--- src/rtl/exp_fixed_point.sv ---
// exp_fixed_point
//   Two-stage pipelined e^x approximator using the third-order Taylor
//   polynomial 1 + x + x^2/2 + x^3/6. Every arithmetic step truncates.
//
//   Operand x_in is read as unsigned Q1.FRAC (FRAC = WIDTH-1), so x is in [0, 2).
//   Result exp_out is Q.FRAC in a double-width signed word and is never negative.
//
// Ports
//   clk     : rising-edge clock
//   rst     : synchronous active-high reset; clears every register and wins over enable
//   enable  : advances both stages together; all registers hold when low
//   x_in    : operand, WIDTH bits, bit pattern read as unsigned Q1.FRAC
//   exp_out : registered result, 2*WIDTH bits signed, valid two enabled edges after x_in
module exp_fixed_point #(
    parameter int WIDTH = 8
) (
    input  logic                      clk,
    input  logic                      rst,
    input  logic                      enable,
    input  logic signed [WIDTH-1:0]   x_in,
    output logic signed [2*WIDTH-1:0] exp_out
);

    localparam int FRAC = WIDTH - 1;
    localparam int X2_W = WIDTH + 1;   // floor(u^2 / 2^FRAC) < 2^(WIDTH+1)
    localparam int X3_W = WIDTH + 2;   // floor(x2 * u / 2^FRAC) < 2^(WIDTH+2)
    localparam int OUT_W = 2 * WIDTH;

    localparam logic [OUT_W-1:0] ONE = OUT_W'(1) << FRAC;
    localparam logic [X3_W-1:0]  SIX = X3_W'(6);

    // Square of the operand, rescaled to Q.FRAC by dropping the low FRAC bits.
    function automatic logic [X2_W-1:0] trunc_square(input logic [WIDTH-1:0] u);
        logic [2*WIDTH-1:0] prod;
        prod = {{WIDTH{1'b0}}, u} * {{WIDTH{1'b0}}, u};
        return prod[FRAC +: X2_W];
    endfunction

    // Cube from the stored square, again dropping the low FRAC bits.
    function automatic logic [X3_W-1:0] trunc_cube(input logic [X2_W-1:0] x2,
                                                   input logic [WIDTH-1:0] u);
        logic [X2_W+WIDTH-1:0] prod;
        prod = {{WIDTH{1'b0}}, x2} * {{X2_W{1'b0}}, u};
        return prod[FRAC +: X3_W];
    endfunction

    // ONE + u + x2/2 + x3/6, all truncating; the sum always fits OUT_W bits.
    function automatic logic signed [OUT_W-1:0] poly_sum(input logic [X2_W-1:0] x2,
                                                         input logic [WIDTH-1:0] u);
        logic [X3_W-1:0]  x3;
        logic [X3_W-1:0]  t3;
        logic [X2_W-1:0]  t2;
        logic [OUT_W-1:0] acc;
        x3  = trunc_cube(x2, u);
        t3  = x3 / SIX;
        t2  = x2 >> 1;
        acc = ONE
            + {{(OUT_W-WIDTH){1'b0}}, u}
            + {{(OUT_W-X2_W){1'b0}}, t2}
            + {{(OUT_W-X3_W){1'b0}}, t3};
        return $signed(acc);
    endfunction

    logic [WIDTH-1:0] u_p0;
    logic [WIDTH-1:0] u_p1;
    logic [X2_W-1:0]  x2_p1;

    assign u_p0 = $unsigned(x_in);

    // Stage 1: capture operand and its truncated square
    always_ff @(posedge clk) begin
        if (rst) begin
            u_p1  <= '0;
            x2_p1 <= '0;
        end else if (enable) begin
            u_p1  <= u_p0;
            x2_p1 <= trunc_square(u_p0);
        end
    end

    // Stage 2: cube, divide and accumulate into the output register
    always_ff @(posedge clk) begin
        if (rst) begin
            exp_out <= '0;
        end else if (enable) begin
            exp_out <= poly_sum(x2_p1, u_p1);
        end
    end

endmodule

--- config.mk ---
export PLATFORM = sky130hd
export DESIGN_NAME = exp_fixed_point
export DESIGN_NICKNAME = d
export VERILOG_FILES = /design/src/rtl/exp_fixed_point.sv
export SDC_FILE = /design/constraint.sdc
export NUM_CORES = 1
export LEC_CHECK = 0
export CORE_ASPECT_RATIO = 1.2
export CORE_MARGIN = 2
export CORE_UTILIZATION = 50
export CTS_CLUSTER_DIAMETER = 40
export CTS_CLUSTER_SIZE = 30
export DETAILED_ROUTE_END_ITERATION = 16
export HOLD_SLACK_MARGIN = 0.03
export PLACE_DENSITY_LB_ADDON = 0.12
export SYNTH_ARGS = -nofsm -noshare
export SYNTH_HDL_FRONTEND = slang
export SYNTH_SLANG_ARGS = --single-unit
export TNS_END_PERCENT = 100
--- constraint.sdc ---
create_clock -name clk -period 13.6 [get_ports clk]
set_clock_uncertainty 0.2 [all_clocks]
set_input_delay 2.04 -clock clk [delete_from_list [all_inputs] [get_ports clk]]
set_output_delay 2.04 -clock clk [all_outputs]
set_load 0.01 [all_outputs]
==> results by group, run 1 <==
Outcome
  • Outcome: finished clean

Setup path
  • Worst Setup End Kind: flip-flop
  • Reg2reg end: exp_out[8]
  • Worst Path Arrival: 9.26 ns
  • Critical path origin: u_p1[3]
  • Max FO, Critical Path: 8
  • Family with the most delay on the worst path: adder cells
  • CP Buf/Inv Count: 4
  • Cells on worst reg2reg path: 31
  • FF-to-FF Start: u_p1[3]
  • CP Class: flip-flop to flip-flop
  • R2r setup slk: 4.35 ns
  • Critical Path Source Type: flip-flop
  • CP max stage delay: 0.60 ns
  • Cell mode on critical path: fa_1
  • CP required: 13.61 ns
  • Slowest-stage cell, CP: a2111oi_2

Pwr
  • Clock power frac: 0.121
  • Internal power: 0.000303 W
  • Leak: 3.31 nW
  • Combinational Power Share: 0.686
  • Net switching power: around 0.00027 W
  • Sequential power share: 0.193
  • Pwr dens: 92.4 mW/mm2
  • Switching share of power: 0.475
  • VDD IR max: ~0.000054 V

Floorplan
  • Core area: 0.0115 mm2
  • Height of the die: 123 um
  • IO Pins: 27
  • Effective utilization at floorplan: 0.510
  • Die area: 0.0126 mm2
  • Row cnt: 43
  • Die width: 103 um

Drt
  • Remaining antenna violation count: 0
  • 1st-pass router iterations: 4
  • DR top layer: met4
  • DR WL met3: 272 um
  • Final Routed Wirelength: 13700 um
  • Initial DRC Count: roughly 170
  • Via/cell ratio: 5.38
  • WL met2: 7530 um
  • DRC violations left: 0
  • WL/cell: 16.1 um
  • M1 WL: 5550 um
  • Vias: 4568

Global routing
  • GRT overflow: 0
  • Initial antenna violation count: 0
  • GRT Resource Usage Total: 0.227
  • First-pass GRT wire length: roughly 22000 um
  • Vias in the first global route: 4689
  • Largest net degree at the start of global routing: 36

Layout
  • Diode count: 0
  • Fin nets: 863
  • Core Util, Final: 0.543
  • Post-Layout Cell Count: 849
  • Layout area overhead: 6.55%
  • Layout cells sized above 1: 0.0318
  • Final instance area: 0.00625 mm2
  • Commonest non-fill, non-tap cell in the layout: inv_1
  • Most frequent cells in the layout: inv_1, nor2_1, ha_1

Place
  • Cell Area, Placed: 0.00617 mm2
  • Detailed placement HPWL: 11400 um
  • Placer Congestion: 0.901
  • Dpl cells: 845
  • Port Buffers: 20

Timing
  • Worst hold slack: 0.301 ns
  • Setup TNS Final: 0 ns
  • Fmax achieved: 108 MHz
  • Setup Viol. Count Final: 0
  • Final Hold Fails: 0
  • Slew at the pin closest to its max-slew limit: 0.847 ns
  • Final slew viol count: 0
  • Slew headroom: 0.436
  • Crit path time final: 9.25 ns
  • RSZ-0062 raised after global routing: no
  • Final period util: 0.680

Synth
  • Seq cells post-synth: 27
  • Syn Area/Cell: 8.55 um2
  • Predominant post-synthesis flop cell: dfxtp_1
  • Async SR Flop Fraction: 0
  • Post-synth EDFFs: 0
  • Synth cell types: 70
  • Mapped cell area: between 0.005 and 0.006 mm2
  • Cells after Synth: between 600 and 700
  • Register area share after synthesis: 0.0921
  • Yosys warns: 0

Clocking
  • Post-cts resize count: 0
  • Clock buffer depth: 2
  • Post CTS Setup Buffer Count: 0
  • H-tree depth: 1
  • CTS tree: done
  • Clk_lat worst skew: 0.26 ns
  • # hold bufs at CTS: 0
  • CTS Root Cell: clkbuf_16
  • Worst-path clk slew: 0.07 ns
  • Inserted Clock Buffers: 3
  • Clk sinks: 27

Min path
  • Hold path endpoint: exp_out[9]
  • Worst hold path depth: 2
  • Worst Hold Class: flip-flop to flip-flop
  • Hold Path Origin: exp_out[9]

Flow run
  • Max Cap Violations: 0
-- cell usage after synthesis (5+ instances only) --
master,instances,area share
xor2_1,8,0.012
a21oi_1,20,0.017
o21ai_0,10,0.0085
buf_4,6,0.0077
nand2_1,44,0.028
nor3_1,6,0.0051
ha_1,85,0.18
xnor2_1,20,0.030
a211oi_1,9,0.012
and2_1,22,0.023
a21o_1,11,0.014
fa_1,74,0.25
clkbuf_1,16,0.010
mux2i_1,24,0.041
o21bai_1,5,0.0064
nor2_1,87,0.056
inv_1,125,0.080
dfxtp_1,27,0.092
-- final cells by class --
type / count / area, um2
timing repair buffer: 22 / 210
clock buffer: 3 / 75.1
sequential: 27 / 541
fill: 1117 / 5260
tap: 157 / 196
multi-input combinational: 512 / 4750
inverter: 127 / 477
clock inverter: 1 / 7.51
-- tightest hold or removal path: cells and delay by family, from the launching register on --
family	cells	cell delay [ns]
DFF	1	0.31
and+or+nand+nor	1	0.08
AOI/OAI and AO/OA	1	0.06
-- logic make-up (layout without fill, tap and decap cells) --
group	after synthesis	count (layout)	share of synthesized area
buf+inv	152	153	0.102
other cells	1	6	0.000639
flops	27	27	0.0921
simple gates	188	188	0.149
mux	27	27	0.0467
xor+xnor	28	28	0.0418
fa+ha+maj	160	160	0.435
compound gates	103	103	0.132
-- power groups by stage --
stage          sequential (W)  combinational [W]   clock, W
2_1_floorplan        0.000111           0.000293          0
3_3_place_gp         0.000112           0.000390          0
3_5_place_dp         0.000113           0.000398          0
4_1_cts              0.000112           0.000401  0.0000698
5_1_grt              0.000114           0.000454  0.0000733
6_report             0.000111           0.000396  0.0000700
-- metrics by stage --
stage / setup WS, ns / total power (W)
after global placement: 4.48 / 0.000503
after floorplan: 5.38 / 0.000403
after global routing: 3.88 / 0.000641
after detailed placement: 4.48 / 0.000511
after CTS: 4.44 / 0.000583
final: 4.35 / 0.000577
-- worst max-delay path by stage --
stage,endpoint,cells after the start
floorplan,exp_out[8],32
global placement,exp_out[8],31
detailed placement,exp_out[8],31
CTS,exp_out[8],31
global route,exp_out[8],31
finish,exp_out[8],31
-- per-layer routing --
metal / vias up / global-route usage
li1: 2245 / -
met1: 2222 / 0.268
met2: 77 / 0.440
met3: 24 / 0.0148
met4: 0 / 0.0543
met5: - / 0
-- sequential cells by signal (all words and copies together) (netlist names) --
signal / flops
exp_out: 10
u_p1: 8
x2_p1: 9
No activity file was read; power rests on OpenSTA's default activity.
==> run 2, diff against run 1 <==
- clock period: 13.6 -> 9.2 ns (I/O delays scaled with it)
==> run 2 against run 1 <==
  * Sequential cell count did not move
  * Sequential power increased by 46%
  * Clock power grew 44%
  * Non-clock buffer count grew 11
  * Maximum frequency is 5.6% higher
  * Setup slack lost 3.9 ns
  * Global-route usage up 0.86 points
  * Critical path type unchanged
  * Largest cell class unchanged
  * Count of clock-buffer cells in the layout unchanged
  * First-iteration DRC count is 4.0% higher
  * Critical path depth did not move
  * Highest routed layer unchanged
==> results by group, run 2 (synthesis gave the netlist of run 1 again) <==
Setup path
  • Slowest-stage cell, CP: fa_1
  • Cell mode on critical path: fa_1
  • CP max stage delay: between 0.5 and 0.6 ns
  • Family with the most delay on the worst path: adder cells
  • Worst Setup End Kind: flip-flop
  • Worst Path Arrival: 8.76 ns
  • CP Buf/Inv Count: 4
  • CP required: 9.20 ns
  • Max FO, Critical Path: 11
  • CP Class: flip-flop to flip-flop
  • CP Depth: 31
  • Critical Path Source Type: flip-flop
  • Cells on worst reg2reg path: 31

Global routing
  • Initial antenna violation count: 0
  • GRT overflow: 0
  • Routing usage on met1: 0.274
  • Largest net degree at the start of global routing: 36
  • Global Route met3 Usage: 0.0222
  • Met2 GRT Util: 0.451
  • GRT Resource Usage Total: 0.236
  • First-pass GRT wire length: 23500 um
  • Gr busiest metal: met2
  • Vias in the first global route: 4966

Pwr
  • Clock power frac: 0.118
  • Internal power: 0.000452 W
  • Pwr dens: 134 mW/mm2
  • Leak: around 3.4 nW
  • Net switching power: 0.000406 W
  • Total power: 0.000858 W
  • Sequential power share: 0.189
  • VDD IR max: 0.0000789 V
  • Switching share of power: 0.474
  • Combinational Power Share: 0.693

Layout
  • Diode count: 0
  • Layout area overhead: 9.13%
  • Fillers: 1131
  • Layout cells sized above 1: 0.0583
  • Core Util, Final: 0.556
  • Fin nets: between 800 and 900
  • Max FFs per register: 10
  • Reg with most FFs: exp_out
  • Top Registers: exp_out: 10 flops, x2_p1: 9 flops, u_p1: 8 flops
  • Most frequent cells in the layout: inv_1, nor2_1, ha_1
  • Commonest non-fill, non-tap cell in the layout: inv_1

Clocking
  • Worst-path clk slew: 0.07 ns
  • H-tree depth: 1
  • Clk sinks: 27
  • Inserted Clock Buffers: 3
  • CTS Root Cell: clkbuf_16
  • # hold bufs at CTS: 0
  • CTS tree: done
  • Clk_lat worst skew: about 0.26 ns
  • Clock buffer depth: 2

Drt
  • Remaining antenna violation count: 0
  • 1st-pass router iterations: 6
  • Vias: 4644
  • Via/cell ratio: 5.40
  • WL/cell: 16.1 um
  • Initial DRC Count: between 150 and 200
  • Final Routed Wirelength: ~14000 um
  • DRC violations left: 0

Timing
  • Final Hold Fails: 0
  • Setup Viol. Count Final: 0
  • Crit path time final: 8.76 ns
  • Fmax achieved: 114 MHz
  • Setup TNS Final: 0 ns
  • Final period util: 0.952
  • Slew headroom: 0.438
  • Final slew viol count: 0
  • Slew at the pin closest to its max-slew limit: about 0.84 ns

Flow run
  • Max Cap Violations: 0

Place
  • Detailed placement HPWL: around 12000 um
  • Placer Congestion: 0.915
  • Port Buffers: 20

Floorplan
  • Effective utilization at floorplan: 0.510
  • Die area: 0.0126 mm2
  • Die width: 103 um
  • Row cnt: 43
  • Height of the die: 123 um
  • IO Pins: 27
  • Core area: 0.0115 mm2

Min path
  • Worst Hold Class: flip-flop to flip-flop
  • Worst hold path depth: 2

Outcome
  • Outcome: finished clean
-- run 2: changes by cell type in the layout (fill, tap and decap cells not counted), moves of 2 or more --
cell      delta
buf_4       +11
a211oi_2     -3
a211oi_4     +3
inv_1        -2
inv_2        +2
-- run 2: worst reg2reg max path: cells and delay by family, from the launching register on --
kind | cells | cell delay, ns
and+or+nand+nor | 7 | 1.64
AOI/OAI and AO/OA | 9 | 2.11
muxes | 1 | 0.08
DFF | 1 | 0.47
adders and majority gates | 9 | 3.72
buffers and inverters | 4 | 0.32
xor gates and xnor gates | 1 | 0.13
-- run 2: timing repair --
item,4_1_cts,5_1_grt
setup buffers,0,4
gates resized for setup,0,14
endpoints found under the setup margin,0,3
-- run 2: power groups by stage --
stage          sequential [W]  combinational [W]  clock (W)
2_1_floorplan        0.000164           0.000433          0
3_3_place_gp         0.000163           0.000588          0
3_5_place_dp         0.000164           0.000596          0
4_1_cts              0.000162           0.000602   0.000103
5_1_grt              0.000165           0.000684   0.000109
6_report             0.000162           0.000594   0.000101
-- run 2: routing by layer --
layer  up-vias  wire length, um
li1       2260                -
met1      2296             5470
met2        61             7700
met3        27              275
met4         0              405
met5         -                0
-- run 2: per-stage QoR --
| stage | hold WS [ns] | cells | setup WS (ns) | cell area (um2) |
|---|---|---|---|---|
| after floorplan | 0.298 | 691 | 0.984 | 5890 |
| after detailed placement | 0.281 | 852 | 0.278 | 6220 |
| after global placement | 0.274 | 852 | 0.340 | 6220 |
| final | 0.289 | 860 | 0.443 | 6400 |
| after global routing | 0.326 | 860 | -0.0143 | 6400 |
| after CTS | 0.288 | 856 | 0.230 | 6300 |
-- run 2: final timing paths --
check	startpoint	to	slack, ns
min	exp_out[0]	exp_out[0]	0.29
min reg2reg	exp_out[0]	exp_out[0]	0.29
max reg2reg	x2_p1[3]	exp_out[8]	0.44
max	x2_p1[3]	exp_out[8]	0.44
-- run 2: layout make-up --
cell class / instances / area (um2) / share of cell area
multi-input cells: 512 / 4810 / 0.751
flip-flops and latches: 27 / 542 / 0.0846
inverters: 127 / 480 / 0.0750
repair buffers: 33 / 293 / 0.0457
well taps: 157 / 196 / 0.0307
clock buffers: 3 / 75.1 / 0.0117
clock inverters: 1 / 7.51 / 0.00117
==> patch 1: new RTL, settings of run 1 <==
Make the reset (`rst`) asynchronous in 2 clocked blocks. Comments in the files are not updated.
--- a/src/rtl/exp_fixed_point.sv
+++ b/src/rtl/exp_fixed_point.sv
@@ -69,5 +69,5 @@
 
     // Stage 1: capture operand and its truncated square
-    always_ff @(posedge clk) begin
+    always_ff @(posedge clk or posedge rst) begin
         if (rst) begin
             u_p1  <= '0;
@@ -80,5 +80,5 @@
 
     // Stage 2: cube, divide and accumulate into the output register
-    always_ff @(posedge clk) begin
+    always_ff @(posedge clk or posedge rst) begin
         if (rst) begin
             exp_out <= '0;
Check against the original RTL: differs if rst is asserted again (counterexample within 4 cycles, from zero or initial values and one cycle with rst high); with rst held inactive, the same outputs for 10 cycles.
==> patch 1 against run 1 <==
  * Setup slack better by 0.74 ns
  * Wire length down 8.0%
  * Count of clock-buffer cells in the layout up 1
  * Final cell count down 2.8%
  * Cell area up 0.22%
  * Sequential cell count unchanged
  * Synthesized area up 0.58%
  * Sequential share of layout area up 2.1 points
Power is not shown: default switching activity piles up to over one toggle a cycle in this logic, so the estimate is an artifact.
==> patch 1: results (changes against run 1) <==
.. list-table::
   :header-rows: 1

   * - Metric
     - Value
   * - Part of the Yosys area used for sequential elements
     - 11.4% (+2.2 points)
   * - Total of fill cells in the finished design
     - 1,123 (+0.54%)
   * - Synthesis warning total
     - 0 (unchanged)
   * - Delay of the slowest cell on the worst path
     - 0.56 ns (-0.04 ns)
   * - Number of global-route vias before repair
     - 4,609 (-1.7%)
   * - Detailed placer's ending HPWL
     - 10,700 um (-5.9%)
   * - Routed via count
     - 4,426 (-3.1%)
   * - Clock insertion delay at the later pin of the skew report
     - 0.27 ns
   * - Pin count of the biggest net entering global routing
     - 39 (+8.3%)
   * - Cts bufs inserted
     - 3 (unchanged)
   * - Cell at the slowest stage of the critical path
     - sky130_fd_sc_hd__fa_1
   * - GR Util All Layers
     - 21.4% (-1.3 points)
   * - Layout cells sized above 1
     - 5.54% (+2.4 points)
   * - Flop2flop setup slack
     - 5.09 ns (+0.74 ns)
   * - Asr flop ratio synth
     - 100% (+100 points)
   * - Wire length reported by the detailed router
     - 12,600 um (-8.0%)
   * - # resized after CTS
     - 0 (unchanged)
   * - Number of nets in the layout
     - 831 (-3.7%)
   * - Number of buffers inserted to repair setup after CTS
     - 0 (unchanged)
   * - Relative max-transition margin
     - 31.9% (-12 points)
   * - Most used standard cells in the synthesized netlist
     - sky130_fd_sc_hd__inv_1 (116), sky130_fd_sc_hd__ha_1 (77), sky130_fd_sc_hd__fa_1 (74)
   * - Final weighted congestion in routability-driven placement
     - 0.895 (-0.62%)
   * - First-pass GRT wire length
     - 21,500 um (-4.2%)
   * - Number of antenna diodes
     - 0 (unchanged)
   * - Clock-pin slew reported for the worst setup and hold paths after clock tree synthesis
     - 0.07 ns (about the same)
   * - Number of DRC violations after detailed-routing iteration 0
     - 206 (+18%)
   * - Registers with the highest flip-flop counts
     - exp_out x10, x2_p1 x9, u_p1 x8
   * - Run status
     - completed
   * - Path type of the worst min-delay path
     - flip-flop to flip-flop
   * - Synth top area cells
     - sky130_fd_sc_hd__fa_1 (25%), sky130_fd_sc_hd__ha_1 (16%), sky130_fd_sc_hd__dfrtp_1 (11%)
   * - Most instantiated flip-flop cell in the synthesis netlist
     - sky130_fd_sc_hd__dfrtp_1
   * - Data arrival time of the critical path
     - 8.47 ns (-0.79 ns)
   * - Count of unique library cells instantiated by Yosys
     - 70 (unchanged)
[patch 1: critical path, delay by kind of cell (launching register included)]
family | cells | cell delay (ns)
xor+xnor | 1 | 0.08
flops | 1 | 0.45
compound gates | 9 | 1.95
buf+inv | 5 | 0.44
fa+ha+maj | 9 | 3.71
simple gates | 6 | 0.93
mux | 2 | 0.64
[patch 1: per-stage QoR]
stage	cells	area (sq um)	util (%)	setup WS (ns)	hold WS (ns)
6_report	825	6270	54.4	5.09	0.308
3_3_place_gp	821	6190	53.7	5.24	0.291
4_1_cts	825	6270	54.4	5.05	0.310
3_5_place_dp	821	6190	53.7	5.06	0.295
5_1_grt	825	6270	54.4	4.52	0.321
2_1_floorplan	668	5920	-	5.98	0.327
[patch 1: layout make-up]
cell class	count	area (sq um)	area share [%]
Multi-Input combinational cell	500	4670	74.6
Sequential cell	27	676	10.8
Inverter	116	435	6.95
Timing Repair Buffer	21	208	3.31
Tap cell	157	196	3.13
Clock buffer	4	78.8	1.26
[patch 1: per-layer routing]
| metal | part of all wire (%) | global-route usage, % |
|---|---|---|
| met1 | 45 | 29.2 |
| met3 | 3.0 | 1.30 |
| met5 | 0 | 0 |
| met2 | 50 | 36.9 |
| met4 | 2.1 | 5.76 |
[patch 1: cell families (layout without fill, tap and decap cells)]
family / Yosys count / count (layout) / synth area share, %
other: 1 / 6 / 0.0635
flip-flops: 27 / 27 / 11.4
AO/OA/AOI/OAI: 101 / 101 / 12.5
XOR/XNOR: 35 / 35 / 5.32
multiplexers: 22 / 22 / 4.26
buffers and inverters: 141 / 141 / 9.71
AND/OR/NAND/NOR: 184 / 184 / 15.1
adder cells (fa/ha/maj): 152 / 152 / 41.6
[patch 1: final timing paths]
| path | startpoint | endpoint | cells after the start |
|---|---|---|---|
| min | exp_out[6] | exp_out[6] | 1 |
| max | u_p1[7] | exp_out[8] | 32 |
| max in group asynchronous | rst | x2_p1[0] | 2 |
| max reg2reg | u_p1[7] | exp_out[8] | 32 |
| min in group asynchronous | rst | exp_out[8] | 2 |
| min reg2reg | exp_out[6] | exp_out[6] | 1 |
==> patch 2: new RTL, settings of run 1 <==
Made on the original files. Register the inputs `enable` and `x_in` before use. The logic sees them one clock later. Comments in the files are not updated.
--- a/src/rtl/exp_fixed_point.sv
+++ b/src/rtl/exp_fixed_point.sv
@@ -29,4 +29,12 @@
     localparam logic [OUT_W-1:0] ONE = OUT_W'(1) << FRAC;
     localparam logic [X3_W-1:0]  SIX = X3_W'(6);
+
+    logic enable_q;
+    logic signed [WIDTH-1:0] x_q;
+
+    always_ff @(posedge clk) begin
+        enable_q <= enable;
+        x_q      <= x_in;
+    end
 
     // Square of the operand, rescaled to Q.FRAC by dropping the low FRAC bits.
@@ -66,5 +74,5 @@
     logic [X2_W-1:0]  x2_p1;
 
-    assign u_p0 = $unsigned(x_in);
+    assign u_p0 = $unsigned(x_q);
 
     // Stage 1: capture operand and its truncated square
@@ -73,5 +81,5 @@
             u_p1  <= '0;
             x2_p1 <= '0;
-        end else if (enable) begin
+        end else if (enable_q) begin
             u_p1  <= u_p0;
             x2_p1 <= trunc_square(u_p0);
@@ -83,5 +91,5 @@
         if (rst) begin
             exp_out <= '0;
-        end else if (enable) begin
+        end else if (enable_q) begin
             exp_out <= poly_sum(x2_p1, u_p1);
         end
Check against the original RTL: not equivalent (Yosys sat finds a counterexample within 4 cycles, from zero or initial values and one cycle with rst high).
==> patch 2 against run 1 <==
  * Wire length up 9.4%
  * Final cell count increased by 7.5%
  * Sequential cell count increased by 9
  * Cell area grew 9.0%
  * Synthesized cell count increased by 8.6%
  * Worst hold slack worse by 0.0062 ns
  * Critical path type unchanged
  * Setup slack better by 0.27 ns
  * Die area is 8.5% higher
  * Critical endpoint unchanged
  * Total power grew 24%
  * Largest power group unchanged
  * Synthesized area up 8.8%
  * Critical path depth up 1
==> patch 2: results (changes against run 1) <==
.. list-table::
   :header-rows: 1

   * - Metric
     - Value
   * - First-pass iteration count of the detailed router
     - 5 (+1)
   * - Layout cells sized above 1
     - 4.27% (+1.1 points)
   * - Largest voltage drop on the vdd net
     - 0.0614 mV (+13%)
   * - Post-route clock period utilization
     - 66.0% (-2.0 points)
   * - Detail-routed net length per standard cell
     - 16.4 um (+1.7%)
   * - Most used standard cells in the synthesized netlist
     - sky130_fd_sc_hd__inv_1 (125), sky130_fd_sc_hd__nor2_1 (92), sky130_fd_sc_hd__ha_1 (85)
   * - Clock insertion delay at the later pin of the skew report
     - 0.28 ns (+0.02 ns)
   * - Detailed placer's ending HPWL
     - 12,500 um (+9.8%)
   * - Average via count per standard cell
     - 5.50 (+2.2%)
   * - Top fanout value on the critical path
     - 9 (+1)
   * - Cts bufs inserted
     - 5 (+2)
   * - Depth of the worst register-to-register path
     - 32 (+3.2%)
   * - Hold slack final
     - 0.295 ns (-0.00618 ns)
   * - Part of the Yosys area used for sequential elements
     - 11.3% (+2.1 points)
   * - GR Util All Layers
     - 23.3% (+0.60 points)
   * - Number of global-route vias before repair
     - 5,314 (+13%)
   * - Delay of the slowest cell on the worst path
     - 0.58 ns (-0.02 ns)
   * - Count of maximum capacitance violations
     - 0 (unchanged)
   * - Synth top area cells
     - sky130_fd_sc_hd__fa_1 (23%), sky130_fd_sc_hd__ha_1 (17%), sky130_fd_sc_hd__dfxtp_1 (11%)
   * - Total of fill cells in the finished design
     - 1,202 (+7.6%)
   * - PortBufs
     - 20 (unchanged)
   * - Number of nets in the layout
     - 918 (+6.4%)
   * - Data arrival time of the critical path
     - 8.91 ns (-0.35 ns)
   * - Relative max-transition margin
     - 30.4% (-13 points)
   * - Beginning of the worst hold path
     - exp_out[9]
   * - Pin count of the biggest net entering global routing
     - 34 (-5.6%)
   * - Registers with the highest flip-flop counts
     - exp_out x10, x2_p1 x9
   * - Flop2flop setup slack
     - 4.62 ns (+0.27 ns)
   * - LEAKAGE
     - 3.56 nW (+7.3%)
   * - Final weighted congestion in routability-driven placement
     - 0.895 (-0.59%)
   * - First-pass GRT wire length
     - 25,400 um (+13%)
   * - Count of unique library cells instantiated by Yosys
     - 79 (+13%)
   * - Count of H-tree levels built during CTS
     - 2 (+1)
   * - Number of DRC violations after detailed-routing iteration 0
     - 211 (+21%)
   * - Run status
     - completed
   * - Cell at the slowest stage of the critical path
     - sky130_fd_sc_hd__nor3_2
==> patch 2: metrics by stage <==
stage                     cell area (sq um)  instances
after CTS                              6810        913
final                                  6810        913
after global placement                 6640        905
after global routing                   6810        913
after floorplan                        6410        750
after detailed placement               6640        905
==> patch 2: layout make-up <==
class	count	share of cell area, %
clock buffer	5	1.84
clock inverter	3	0.679
inverter	128	7.09
multi-input combinational	556	73.8
tap	164	3.01
sequential	36	10.6
timing repair buffer	21	3.05
==> patch 2: worst max path at each step <==
stage | endpoint | cells after the start | start
after floorplan | exp_out[8] | 36 | u_p1[3]
after detailed placement | exp_out[8] | 32 | u_p1[3]
after global placement | exp_out[8] | 32 | u_p1[5]
after CTS | exp_out[8] | 32 | u_p1[3]
after global routing | exp_out[8] | 32 | u_p1[5]
final | exp_out[8] | 32 | u_p1[3]
==> patch 2: power breakdown <==
part           internal (mW)  switching, mW
registers              0.124         0.0221
logic                  0.185          0.250
clock network         0.0870         0.0459
==> patch 2: cell families after synthesis <==
| group | share of synthesized area (%) |
|---|---|
| and+or+nand+nor | 16.8 |
| other | 0.0587 |
| AOI/OAI and AO/OA | 12.8 |
| xor gates and xnor gates | 4.51 |
| adders and majority gates | 40.0 |
| muxes | 4.19 |
| buffers and inverters | 10.3 |
| DFF | 11.3 |
==> patch 2: worst max-delay path: cells and delay by family, from the launching register on <==
family          cells  cell delay (ns)
flops               1             0.38
fa+ha+maj           9             3.77
buf+inv             5             0.57
compound gates      8             1.65
xor+xnor            2             0.23
simple gates        7             1.89
mux                 1             0.13
==> patch 2: layer usage <==
metal | up-vias | wire (um) | GRT usage, %
li1 | 2447 | - | -
met1 | 2436 | 6120 | 27.2
met2 | 102 | 8010 | 43.7
met3 | 34 | 377 | 2.64
met4 | 0 | 454 | 8.02
met5 | - | 0 | 0
